--- src/rtl/crc16_pkg.sv ---
// Shared CRC-16 definitions for the generator and checker paths: state
// encoding, CRC width, default polynomial/seed and the good-frame residue.
package crc16_pkg;

  typedef enum logic [1:0] {
    IDLE = 2'd0,
    RUN  = 2'd1,
    DROP = 2'd2,
    DONE = 2'd3
  } state_t;

  localparam int          CRC_W        = 16;
  localparam logic [15:0] DEFAULT_POLY = 16'h1021;
  localparam logic [15:0] DEFAULT_INIT = 16'hFFFF;

  // A frame carrying its own CRC (high byte first) leaves this value behind.
  localparam logic [15:0] CRC_RESIDUE  = 16'h0000;

endpackage

--- src/rtl/crc16_byte_update.sv ---
// One-byte CRC-16 step, MSB first, non-reflected, combinational.
// Shared by the generator and the checker.
module crc16_byte_update
  import crc16_pkg::*;
#(
  parameter logic [CRC_W-1:0] POLY = DEFAULT_POLY
) (
  input  logic [CRC_W-1:0] crc_in,
  input  logic [7:0]       data,
  output logic [CRC_W-1:0] crc_out
);

  logic [CRC_W-1:0] w_crc;

  always_comb begin
    w_crc = crc_in ^ {data, 8'h00};
    for (int i = 0; i < 8; i++) begin
      w_crc = w_crc[CRC_W-1] ? ((w_crc << 1) ^ POLY) : (w_crc << 1);
    end
    crc_out = w_crc;
  end

endmodule

--- src/rtl/crc16_frame_check.sv ---
// Receive-side CRC-16 frame checker: one byte per clock, one result per frame.
// Optional good/bad frame counters are enabled with CRC16_FRAME_CHECK_STATS_EN.
module crc16_frame_check
  import crc16_pkg::*;
#(
  parameter logic [CRC_W-1:0] POLY    = DEFAULT_POLY,
  parameter logic [CRC_W-1:0] INIT    = DEFAULT_INIT,
  parameter int               MAX_LEN = 1024,
  parameter int               LEN_W   = 11
) (
  input  logic             clk,
  input  logic             rst,
`ifdef CRC16_FRAME_CHECK_STATS_EN
  input  logic             stats_clr,
  output logic [15:0]      good_cnt,
  output logic [15:0]      bad_cnt,
`endif
  input  logic             in_valid,
  output logic             in_ready,
  input  logic [7:0]       in_data,
  input  logic             in_last,
  output logic             frame_done,
  output logic             crc_ok,
  output logic             crc_err,
  output logic             err_runt,
  output logic             err_long,
  output logic [LEN_W-1:0] frame_len,
  output logic [CRC_W-1:0] crc_calc
);

  localparam logic [LEN_W-1:0] MAX_CNT  = LEN_W'(MAX_LEN);
  localparam logic [LEN_W-1:0] RUNT_LIM = LEN_W'(3);

  state_t           r_state;
  logic [CRC_W-1:0] r_crc;
  logic [LEN_W-1:0] r_count;
  logic             r_long;
  logic             r_in_ready;
  logic             r_frame_done;
  logic             r_crc_ok;
  logic             r_crc_err;
  logic             r_err_runt;
  logic             r_err_long;
  logic [LEN_W-1:0] r_frame_len;
  logic [CRC_W-1:0] r_crc_calc;

  logic             w_xfer;
  logic [CRC_W-1:0] w_crc_base;
  logic [CRC_W-1:0] w_crc_next;
  logic [LEN_W-1:0] w_count_next;

  assign w_xfer       = in_valid & r_in_ready;
  assign w_crc_base   = (r_state == IDLE) ? INIT : r_crc;
  assign w_count_next = (r_state == IDLE) ? LEN_W'(1) : (r_count + LEN_W'(1));

  crc16_byte_update #(.POLY(POLY)) u_byte_update (
    .crc_in  (w_crc_base),
    .data    (in_data),
    .crc_out (w_crc_next)
  );

  // Results are registered on the in_last transfer so they appear in the DONE cycle.
  always_ff @(posedge clk or negedge rst) begin
    if (!rst) begin
      r_state      <= IDLE;
      r_crc        <= INIT;
      r_count      <= '0;
      r_long       <= 1'b0;
      r_in_ready   <= 1'b0;
      r_frame_done <= 1'b0;
      r_crc_ok     <= 1'b0;
      r_crc_err    <= 1'b0;
      r_err_runt   <= 1'b0;
      r_err_long   <= 1'b0;
      r_frame_len  <= '0;
      r_crc_calc   <= '0;
    end else begin
      case (r_state)
        IDLE, RUN: begin
          r_in_ready <= 1'b1;
          if (w_xfer) begin
            r_crc   <= w_crc_next;
            r_count <= w_count_next;
            if (in_last) begin
              r_state      <= DONE;
              r_in_ready   <= 1'b0;
              r_frame_done <= 1'b1;
              r_frame_len  <= w_count_next;
              r_crc_calc   <= w_crc_next;
              r_err_long   <= 1'b0;
              if (w_count_next < RUNT_LIM) begin
                r_crc_ok   <= 1'b0;
                r_crc_err  <= 1'b1;
                r_err_runt <= 1'b1;
              end else begin
                r_crc_ok   <= (w_crc_next == CRC_RESIDUE);
                r_crc_err  <= (w_crc_next != CRC_RESIDUE);
                r_err_runt <= 1'b0;
              end
            end else if (w_count_next == MAX_CNT) begin
              r_state <= DROP;
              r_long  <= 1'b1;
            end else begin
              r_state <= RUN;
            end
          end
        end
        // Overlong tail: keep draining bytes, CRC and count stay frozen.
        DROP: begin
          if (w_xfer && in_last) begin
            r_state      <= DONE;
            r_in_ready   <= 1'b0;
            r_frame_done <= 1'b1;
            r_frame_len  <= r_count;
            r_crc_calc   <= r_crc;
            r_crc_ok     <= 1'b0;
            r_crc_err    <= 1'b1;
            r_err_runt   <= 1'b0;
            r_err_long   <= r_long;
          end
        end
        DONE: begin
          r_state      <= IDLE;
          r_in_ready   <= 1'b1;
          r_frame_done <= 1'b0;
          r_crc_ok     <= 1'b0;
          r_crc_err    <= 1'b0;
          r_crc        <= INIT;
          r_count      <= '0;
          r_long       <= 1'b0;
        end
        default: begin
          r_state    <= IDLE;
          r_in_ready <= 1'b0;
        end
      endcase
    end
  end

  assign in_ready   = r_in_ready;
  assign frame_done = r_frame_done;
  assign crc_ok     = r_crc_ok;
  assign crc_err    = r_crc_err;
  assign err_runt   = r_err_runt;
  assign err_long   = r_err_long;
  assign frame_len  = r_frame_len;
  assign crc_calc   = r_crc_calc;

`ifdef CRC16_FRAME_CHECK_STATS_EN
  logic [15:0] r_good_cnt;
  logic [15:0] r_bad_cnt;

  // Saturating frame counters; a clear wins over a same-cycle increment.
  always_ff @(posedge clk or negedge rst) begin
    if (!rst) begin
      r_good_cnt <= '0;
      r_bad_cnt  <= '0;
    end else if (stats_clr) begin
      r_good_cnt <= '0;
      r_bad_cnt  <= '0;
    end else if (r_frame_done) begin
      if (r_crc_ok && (r_good_cnt != 16'hFFFF)) begin
        r_good_cnt <= r_good_cnt + 16'd1;
      end
      if (r_crc_err && (r_bad_cnt != 16'hFFFF)) begin
        r_bad_cnt <= r_bad_cnt + 16'd1;
      end
    end
  end

  assign good_cnt = r_good_cnt;
  assign bad_cnt  = r_bad_cnt;
`endif

endmodule

--- config.mk ---
export PLATFORM = sky130hd
export DESIGN_NAME = crc16_frame_check
export DESIGN_NICKNAME = d
export VERILOG_FILES = /design/src/rtl/crc16_pkg.sv /design/src/rtl/crc16_byte_update.sv /design/src/rtl/crc16_frame_check.sv
export SDC_FILE = /design/constraint.sdc
export NUM_CORES = 1
export LEC_CHECK = 0
export BUFFER_PORTS_ARGS = -buffer_cell sky130_fd_sc_hd__buf_2
export CAP_MARGIN = 10
export CORE_UTILIZATION = 35
export CTS_CLUSTER_SIZE = 28
export DETAILED_ROUTE_END_ITERATION = 10
export GPL_TIMING_DRIVEN = 0
export HOLD_SLACK_MARGIN = 0.08
export PLACE_DENSITY = 0.65
export SLEW_MARGIN = 20
export SYNTH_ARGS = -nofsm -noshare
export SYNTH_HDL_FRONTEND = slang
export SYNTH_HIERARCHICAL = 1
export SYNTH_SLANG_ARGS = --single-unit
--- constraint.sdc ---
create_clock -name clk -period 3.5 [get_ports clk]
set_input_delay 0.35 -clock clk [delete_from_list [all_inputs] [get_ports clk]]
set_output_delay 0.35 -clock clk [all_outputs]
set_load 0.05 [all_outputs]
==> summary.md <==
| Metric | Value |
|---|---|
| Status | finished, final reports clean |
| Port buffer count | 44 |
| Area grow syn2layout | 16.7% |
| Uppermost layer routed | met4 |
| Final setup violation count | 0 |
| Min Tclk post-route | 3.25 ns |
| Routed wire length | 9830 um |
| Htree depth | 3 |
| # diodes | 0 |
| Hold WC Path Type | input port to flop |
| Worst Max-Slew Pin Slew | 0.690 ns |
| Fin area | 4360 sq um |
| Fmax | 0.308 GHz |
| Register area | 1600 sq um |
| DP HPWL | 7070 um |
| Slowest CP cell | xnor3_1 |
| Power per standard cell area | 958 nW/um^2 |
| 1st-pass router iterations | 5 |
| Metal2 WL | 4270 um |
| Antenna violations before repair | 0 |
| Yosys warns | 6 |
| Kind of start point of the critical path | flop |
| Initial core utilization | 0.362 |
| Pin count of the biggest net entering global routing | 57 |
| Synthesized instance count | 425 |
| CP Max Fanout | 10 |
| Core Footprint | 10300 sq um |
| Multi-input gate area | 2000 sq um |
| Ys async rst share | 1.00 |
| I/O Pins | 45 |
| Sequential cell area fraction in the yosys report | 0.428 |
| Flop and latch count out of synthesis | 63 |
| Syn_nets | 438 |
| Num Clock Sinks | 63 |
| Setup Total Neg Slack | 0 ns |
| Slew Limit Headroom | 0.538 |
| Most frequently used flop master after synthesis | dfrtp_1 |
| WP data required | 3.78 ns |
| Die width | 105 um |
| Worst-path cell chain | nor2_1, clkbuf_1, clkbuf_2, or2_2, xnor2_2, xnor3_1, nor4_1, nand2_1, a2111oi_0, a32o_1 |
| Vias in the first global route | 3174 |
| Drt wl/cell | 15.8 um |
| First-pass GRT wire length | 16600 um |
| Unrepaired setup endpoints after global routing | no |
| Fillcell total | 1039 |
| Overall power | 4.17 mW |
| Max-cap violations | 0 |
| Final Hold Viols | 0 |
| P_leak | 1.93 nW |
| Max-slew violations | 0 |
| CP peak stage delay | 0.55 ns |
| Root Buffer | clkbuf_8 |
| Via count | 3261 |
| Post-synth EDFFs | 0 |
| Post-route DRC | 0 |
| CP bufs+invs | 2 |
| Total GRT Usage | 0.192 |
| CTS tree | yes |
| Count of different cell masters after synthesis | 55 |
| GRT overflow | 0 |
| Die height | 105 um |
| Post-DP Area | 4150 sq um |
| Period utilization | 0.928 |
| Routed Antenna Nets | 0 |
| Nets | 495 |
| DR vias/cell | 5.23 |
| Setup Skew | 0.00751 ns |
| Share of layout cells above drive strength 1 | 0.240 |
| CTS Buffer Depth | 2 |
| Crit path DAT | 3.53 ns |
| Worst vdd ir | 0.368 mV |
| Critical path class | flop to flop |
| Synthesized area | 3730 sq um |
| Post-synthesis area per instance | 8.78 sq um |
| Routability cong. | 0.922 |
| Initial DRC count | 262 |
| Post-Route M1 WL | 4700 um |
| CTS Buf Count | 9 |
| Row cnt | 37 |
| CP endpoint kind | flop |
| Clk slew on worst S/H paths | 0.07 ns |
| WL met3 | 700 um |
| Clk_lat worst skew | 0.34 ns |
| Worst path top cell family by delay | simple AND/OR/NAND/NOR gates |
| Die area | 11100 sq um |
==> per-layer routing <==
metal,up-vias,GRT usage
met5,-,0
met4,0,0.0805
met3,14,0.0495
met2,113,0.270
met1,1550,0.279
li1,1584,-
==> what timing repair did <==
| item | in CTS | in global routing |
|---|---|---|
| hold buffers | 1 | 0 |
| buffers inserted | 0 | 0 |
| endpoints found under the hold margin | 7 | 0 |
| setup endpoints to repair | 0 | 2 |
| gates resized for setup | 0 | 2 |
==> stage by stage <==
step / instances / utilization / hold WS [ns] / worst slack [ns]
after global placement: 605 / 0.399 / 0.465 / 0.220
after floorplan: 425 / - / 0.0544 / 0.797
final: 623 / 0.422 / 0.264 / 0.251
after global routing: 623 / 0.422 / 0.269 / 0.0438
after CTS: 623 / 0.422 / 0.248 / 0.178
after detailed placement: 606 / 0.402 / 0.191 / 0.198
==> state kept, by name (all words and copies together) (netlist names), 2 cells and up <==
register and count:
crc_calc 16, frame_len 11, r_count 11, r_crc 16, r_state 2
==> worst paths after layout <==
check / cells after the start / slack (ns) / endpoint / startpoint
worst min register to register: 2 / 0.48 / frame_len[6] / frame_len[6]
min in group asynchronous: 2 / 0.37 / crc_calc[8] / rst
max in group asynchronous: 3 / 2.56 / r_crc[13] / rst
worst max register to register: 10 / 0.25 / crc_ok / r_state[0]
worst max-delay path: 10 / 0.25 / crc_ok / r_state[0]
worst min-delay path: 2 / 0.26 / r_long / in_last
==> cell usage after synthesis, types with 3 or more instances <==
cell type / count / area share
xnor3_1: 5 / 0.030
nand3_1: 4 / 0.0054
dfrtp_1: 47 / 0.32
or2_2: 18 / 0.030
a22oi_1: 17 / 0.034
buf_2: 7 / 0.0094
xnor2_1: 8 / 0.019
nor2b_1: 3 / 0.0050
dfstp_2: 16 / 0.11
buf_1: 3 / 0.0030
nand2b_1: 3 / 0.0050
a21oi_1: 18 / 0.024
inv_1: 5 / 0.0050
nor4_1: 4 / 0.0067
clkbuf_1: 17 / 0.017
a31oi_1: 16 / 0.027
nor2_1: 67 / 0.067
o21ai_0: 32 / 0.043
nand2_1: 78 / 0.078
mux2i_1: 4 / 0.011
xor2_1: 3 / 0.0070
xnor2_2: 4 / 0.017
a21o_1: 3 / 0.0060
xor3_1: 3 / 0.019
==> cell usage in the layout, fill, tap and decap left out, drive strengths merged, types with 2 or more instances in the layout <==
| cell | n |
|---|---|
| nand2 | 78 |
| nor2 | 67 |
| buf | 56 |
| dfrtp | 47 |
| o21ai | 32 |
| clkbuf | 30 |
| or2 | 18 |
| a21oi | 18 |
| a22oi | 17 |
| a31oi | 16 |
| dfstp | 16 |
| xnor2 | 12 |
| nand3 | 6 |
| nor4 | 6 |
| inv | 5 |
| xnor3 | 5 |
| mux2i | 4 |
| xor3 | 4 |
| nor2b | 3 |
| nand2b | 3 |
| a21o | 3 |
| xor2 | 3 |
| a211oi | 3 |
| and2 | 2 |
| nor3 | 2 |
| a221o | 2 |
| a22o | 2 |
| or3 | 2 |
| o22ai | 2 |
| and3 | 2 |
| o31ai | 2 |
==> cells by family (layout without fill, tap and decap cells) <==
| group | Yosys count | after routing | share of synthesized area |
|---|---|---|---|
| simple gates | 195 | 195 | 0.241 |
| compound gates | 105 | 105 | 0.180 |
| flops | 63 | 63 | 0.428 |
| buf+inv | 33 | 95 | 0.0375 |
| xor+xnor | 24 | 24 | 0.0999 |
| mux | 4 | 4 | 0.0107 |
| fa+ha+maj | 1 | 1 | 0.00335 |
==> layout make-up <==
class                      count  area share
tap                          136      0.0391
buffer                        28      0.0281
clock buffer                  13      0.0342
inverter                       5     0.00431
clock inverter                 3     0.00976
sequential                    63       0.366
timing repair buffer          46      0.0597
multi-input combinational    329       0.458
==> power by group <==
| part | internal (mW) | total (mW) | switching (mW) | leakage (nW) |
|---|---|---|---|---|
| sequential | 1.03 | 1.19 | 0.163 | 0.754 |
| combinational | 0.853 | 2.36 | 1.50 | 1.08 |
| clock | 0.348 | 0.626 | 0.278 | 0.0936 |
No activity file was read; power rests on OpenSTA's default activity.
